### src/rtl/gcd_engine.sv
// gcd_engine: valid/ready GCD unit with subtractive (MODE 0) or binary Stein (MODE 1) iteration,
// zero-operand flagging and a saturating count of RUN cycles.
module gcd_engine #(
   parameter int WIDTH = 16,
   parameter int MODE  = 0,
   parameter int CNT_W = 8
) (
   input  logic             clock,
   input  logic             reset,
   input  logic             in_valid,
   output logic             in_ready,
   input  logic [WIDTH-1:0] a,
   input  logic [WIDTH-1:0] b,
   output logic             out_valid,
   input  logic             out_ready,
   output logic [WIDTH-1:0] result,
   output logic [CNT_W-1:0] cycles,
   output logic             zero_err
);
   localparam int KW = $clog2(WIDTH) + 1;
   typedef enum logic [1:0] {IDLE, RUN, DONE} state_t;
   state_t state, state_nx;
   logic [WIDTH-1:0] x, y, x_nx, y_nx, result_nx;
   logic [KW-1:0] k, k_nx;
   logic [CNT_W-1:0] cycles_nx;
   logic zero_err_nx, take, a_zero, b_zero;
   assign in_ready = (state == IDLE) || (state == DONE && out_ready);
   assign out_valid = (state == DONE);
   assign take = in_valid && in_ready;
   assign a_zero = (a == '0);
   assign b_zero = (b == '0);
   always_ff @(posedge clock) begin
      if (reset) begin
         state <= IDLE;
         x <= '0;
         y <= '0;
         k <= '0;
         result <= '0;
         cycles <= '0;
         zero_err <= 1'b0;
      end else begin
         state <= state_nx;
         x <= x_nx;
         y <= y_nx;
         k <= k_nx;
         result <= result_nx;
         cycles <= cycles_nx;
         zero_err <= zero_err_nx;
      end
   end
   // A new capture wins over everything; in DONE it also completes the pending output.
   always_comb begin
      state_nx = state;
      x_nx = x;
      y_nx = y;
      k_nx = k;
      result_nx = result;
      cycles_nx = cycles;
      zero_err_nx = zero_err;
      if (take) begin
         x_nx = a;
         y_nx = b;
         k_nx = '0;
         cycles_nx = '0;
         if (a_zero || b_zero) begin
            state_nx = DONE;
            result_nx = a | b;
            zero_err_nx = a_zero && b_zero;
         end else begin
            state_nx = RUN;
            zero_err_nx = 1'b0;
         end
      end else if (state == RUN) begin
         cycles_nx = (&cycles) ? cycles : cycles + 1'b1;
         if (x == y) begin
            state_nx = DONE;
            result_nx = (MODE != 0) ? (x << k) : x;
         end else if (MODE == 0) begin
            x_nx = (x > y) ? x - y : x;
            y_nx = (x > y) ? y : y - x;
         end else if (!x[0] && !y[0]) begin
            x_nx = x >> 1;
            y_nx = y >> 1;
            k_nx = k + 1'b1;
         end else if (!x[0]) begin
            x_nx = x >> 1;
         end else if (!y[0]) begin
            y_nx = y >> 1;
         end else begin
            x_nx = (x > y) ? x - y : x;
            y_nx = (x > y) ? y : y - x;
         end
      end else if (state == DONE && out_ready) begin
         state_nx = IDLE;
      end
   end
endmodule

### config.mk
export PLATFORM = sky130hd
export DESIGN_NAME = gcd_engine
export DESIGN_NICKNAME = d
export VERILOG_FILES = /design/src/rtl/gcd_engine.sv
export SDC_FILE = /design/constraint.sdc
export NUM_CORES = 1
export LEC_CHECK = 0
export BUFFER_PORTS_ARGS = -buffer_cell sky130_fd_sc_hd__buf_2
export CORE_ASPECT_RATIO = 1.75
export CORE_MARGIN = 4
export CORE_UTILIZATION = 55
export CTS_CLUSTER_DIAMETER = 30
export DETAILED_ROUTE_END_ITERATION = 10
export GPL_ROUTABILITY_DRIVEN = 0
export GPL_TIMING_DRIVEN = 0
export PLACE_DENSITY = 0.77
export SLEW_MARGIN = 20
export SYNTH_ARGS = -nofsm -noshare
export SYNTH_HDL_FRONTEND = slang
export SYNTH_SLANG_ARGS = --single-unit
### constraint.sdc
create_clock -name clock -period 3.2 [get_ports clock]
set_clock_uncertainty 0.05 [all_clocks]
set_input_delay 0.64 -clock clock [delete_from_list [all_inputs] [get_ports clock]]
set_output_delay 0.64 -clock clock [all_outputs]
set_load 0.005 [all_outputs]
# ---- Yosys cells after proc, flatten, opt, wreduce, memory -nomap -nowiden
# Index checks and enable logic that the tools add are counted.
dict set report op_classes {
  n_reduce_logical 19
  n_eq_ne 7
  add_sub_neg 3
  multipliers 0
  n_mux 18
  bitwise_logic 2
  shifts 0
  n_lt_le_gt_ge 1
  div 0
}
# cell n
set op_table {}
lappend op_table {{$mux 16} 12}
lappend op_table {{$logic_not 16->1} 2}
lappend op_table {{$sub 16x16->16} 2}
lappend op_table {{$eq 16x16->1} 1}
lappend op_table {{$gt 16x16->1} 1}
lappend op_table {{$or 16x16->16} 1}
lappend op_table {{$mux 2} 5}
lappend op_table {{$reduce_and 3->1} 3}
lappend op_table {{$add 8x1->8 const B} 1}
lappend op_table {{$reduce_and 8->1} 1}
lappend op_table {{$reduce_bool 2->1} 3}
lappend op_table {{$ne 2x2->1 const B} 2}
lappend op_table {{$reduce_and 2->1} 2}
lappend op_table {{$logic_and 1x1->1} 3}
lappend op_table {{$ne 3x2->1 const B} 1}
lappend op_table {{$reduce_bool 3->1} 1}
lappend op_table {{$eq 2x1->1 const B} 1}
lappend op_table {{$eq 2x2->1 const B} 1}
lappend op_table {{$logic_not 2->1} 1}
lappend op_table {{$logic_or 1x1->1} 2}
lappend op_table {{$ne 2x1->1 const B} 1}
lappend op_table {{$reduce_or 2->1} 1}
lappend op_table {{$mux 1} 1}
lappend op_table {{$not 1->1} 1}
dict set report word_totals {
  mem_bits_rw 0
  latch_bits 0
  mem_count 0
  reg_bits 59
  in_bits 36
  mem_bits_ro 0
  wordCells 56
}

# ---- Logic depth before layout (Yosys ltp)
dict set report logic_depth {
  word_depth 6
  depth_mapped 12
  depth_no_buf 10
}

# ---- Least setup slack after synthesis
# No wires, ideal clock.
dict set report synth_timing {
  path_kind {register -> register}
  from {reg x[0]}
  to {reg x[15]}
  stages_incl_launch_ff 12
  setup_time_ps 124
  slack_ps 718
  arrival_ps 2308
  period_less_slack_ps 2482
  path_buffers 1
  path_cell_list {dfxtp_1 -> inv_1 -> ha_1 -> fa_1 -> nand2b_1 -> a211oi_1 -> o311ai_2 -> a21oi_4 -> buf_12 -> nor4b_1 -> a31oi_1 -> o31ai_1}
}
dict set report synth_via {
  elab_chain_cells 5
  word_cells_on_any_way 10
}
# element line
set synth_lines {}
lappend synth_lines {{start, declared} 23} ;# logic [WIDTH-1:0] x, y, x_nx, y_nx, result_nx;
lappend synth_lines {{start signal, assigned} 43} ;# x <= x_nx;
lappend synth_lines {{$sub 16x16->16} -}
lappend synth_lines {{$mux 16} 79} ;# x_nx = (x > y) ? x - y : x;
lappend synth_lines {{$mux 16} 75} ;# if (x == y) begin
lappend synth_lines {{$mux 16} 73} ;# end else if (state == RUN) begin
lappend synth_lines {{$mux 16} 60} ;# if (take) begin
# Parallel ways exist; a longest one is shown, timed or not. The select of a mux whose other input is x is not followed.
# A chain may end at the register's enable or synchronous reset.

# ---- Worst setup path after layout
# Ends and elaborated chain as after synthesis.

==> run metrics <==
register clock-pin slew on the reported worst setup and hold paths 0.05 ns; Root Driver clkbuf_16; Nets 715; Synth Instances 572; Buffers on Ports 62; Avg Inst Size Synth 7.66 sq um; number of gates resized after cts 0; syn nets 642; synth cell count leaders nor2_1 (71), a21oi_1 (60), dfxtp_1 (59); TritonCTS buffer count 9; Lkg Pwr between 2 and 2.5 nW; CP bufs+invs 2; count leader, synth nor2_1; number of synthesized flops with an enable pin 0; CTS tree yes; top post-synthesis cells by area dfxtp_1 (27%), ha_1 (9.1%), a21oi_1 (6.9%); worst-margin pin slew 0.780 ns; CP Max Fanout 10; Startpoint Class flip-flop; Yosys cell types 59; largest stage delay on the critical path ~0.41 ns; WL final about 15 mm; DRC Markers 0; diode count 0; Peak VDD IR 0.000451 V; asr flop ratio synth 0%; DR vias 4742; hold buffers post-CTS 0; CTS Buffer Depth 2; fin crit share between 90 and 100%; largest net degree at the start of global routing 11; crit-path cells inv_1, ha_1, fa_1, nand2b_1, a211oi_1, o311ai_2, a21oi_4, buf_12, nor4b_1, a31oi_1, o31ai_1; 1st-iter DRT viols 477; Worst EP required ~3.4 ns; Area growth, synth to finish 17.9%; status completed; share of the synthesized area in the top cell type a little over a quarter; num ports 63; initial core utilization a little under three fifths; #FFs+latches synth 59; chip width 75.5 microns; vias in the first global route 4750; std cell rows 42; CTS sink cnt 59; GRT Max-Usage Layer met2; Tmin final 3.07 ns; Worst Setup Path Type flip-flop to flip-flop; Max-Cap Viols 0; GR Layer Usage met1 37.9%; Max Clk Rate approximately 330 MHz; GR Util All Layers 33.9%; CP delay by family, top compound AO/OA/AOI/OAI gates; Slew HR 47.8%; Power Density roughly 1000 nW/um^2; post-CTS setup repair buffer count 0; M3 GR Usage 6.06%; H-tree levels 3; share of cells above drive strength 1 17.5%; Wirelength per Cell 20.8 microns; Hold Violations, Final 0; slowest CP cell fa_1; GR Overflow Total 0; CP Capture Type flip-flop; sequential fraction of the synthesis area 27.0%; fin util 67.3%; met2 Track Usage GR a little under three fifths; initial antenna violation count 0; Max Slew Vio Count 0; Sum Neg Setup Slack 0 ns; Synth area leader dfxtp_1; Die Y roughly 130 microns; routed vias/inst 6.43; Fin Hold WS 0.431 ns; clk_lat worst skew about 0.34 ns; Ys Warns 0; post-route ant nets 0; router iterations before antenna repair 6; core region area 7670 sq um; HP Class flip-flop to flip-flop; full die area 9510 sq um; # setup viols final 0; Cell Area, Synth 4380 sq um; Synth Flop Type dfxtp_1; RSZ-0062 raised after global routing false; detailed placement HPWL 11.6 mm; first-pass GRT wire length 24.3 mm; Critical Path AT 3.23 ns
==> flip-flops by register name (all words and copies together), names as in the netlist <==
register  cells
result       16
zero_err      1
state         2
x            16
y            16
cycles        8
==> logic make-up after synthesis <==
logic type               after synthesis  synth area share [%]
AND/OR/NAND/NOR                      189                  20.0
AO/OA/AOI/OAI                        176                  27.6
buffers and inverters                 80                  8.54
flip-flops                            59                  27.0
adder cells (fa/ha/maj)               34                  10.1
XOR/XNOR                              32                  6.40
multiplexers                           2                 0.457
==> placed cells by master, fill, tap and decap left out, types with 3 or more instances in the layout <==
cell | synthesis | layout
bufinv_16 | 0 | 3
clkbuf_1 | 18 | 18
xnor2_1 | 21 | 21
a21oi_1 | 60 | 60
o21ai_0 | 30 | 30
a211oi_1 | 29 | 29
clkbuf_16 | 0 | 9
nand2_1 | 36 | 36
a22oi_1 | 3 | 3
a31oi_1 | 8 | 8
ha_1 | 32 | 32
xor2_1 | 11 | 11
a2111oi_2 | 6 | 6
o21a_1 | 3 | 3
o211a_1 | 3 | 3
nor3_1 | 32 | 32
nand4_1 | 7 | 7
a311oi_1 | 4 | 4
inv_1 | 42 | 42
nor2_1 | 71 | 71
buf_2 | 9 | 71
o31ai_1 | 3 | 3
clkbuf_8 | 0 | 3
dfxtp_1 | 59 | 59
nor4_1 | 8 | 8
o211ai_1 | 3 | 3
a21o_1 | 10 | 10
nand3_1 | 15 | 15
buf_6 | 5 | 5
==> power by group <==
part	switching [mW]	internal (mW)
Combinational	1.83	1.10
Clock	0.348	0.822
Sequential	0.0900	0.847
==> tightest hold or removal path: cells and delay by family, from the launching register on <==
kind               cells  cell delay (ns)
AOI/OAI and AO/OA      1             0.06
DFF                    1             0.31
and+or+nand+nor        1             0.07
==> routing by layer <==
metal,vias to the layer above,wire length (microns)
met1,2182,5450
met3,98,1060
li1,2178,-
met2,284,7660
met4,0,1150
met5,-,0
==> path summary, 6_finish.rpt <==
kind / slack, ns / end / depth (start not counted) / start
worst max register to register: 0.13 / x[15] / 11 / x[0]
worst max-delay path: 0.13 / x[15] / 11 / x[0]
worst min register to register: 0.43 / result[9] / 2 / result[9]
worst min-delay path: 0.43 / result[9] / 2 / result[9]
==> layout make-up <==
type / instances / area [sq um]
multi-input combinational: 433 / 2820
fill: 645 / 2510
sequential: 59 / 1180
timing repair buffer: 62 / 310
clock buffer: 12 / 267
buffer: 38 / 216
inverter: 42 / 158
tap: 88 / 110
clock inverter: 4 / 95.1
==> stage by stage <==
stage / worst slack, ns / instances / power (mW) / area (sq um)
after floorplan: 0.718 / 572 / 3.03 / 4380
after global placement: 0.248 / 722 / 3.67 / 4800
after detailed placement: 0.241 / 722 / 3.70 / 4800
after CTS: 0.196 / 738 / 4.93 / 5160
after global routing: 0.0770 / 738 / 5.30 / 5160
final: 0.129 / 738 / 5.04 / 5160
Note: power is estimated with default switching activity, not from simulation.
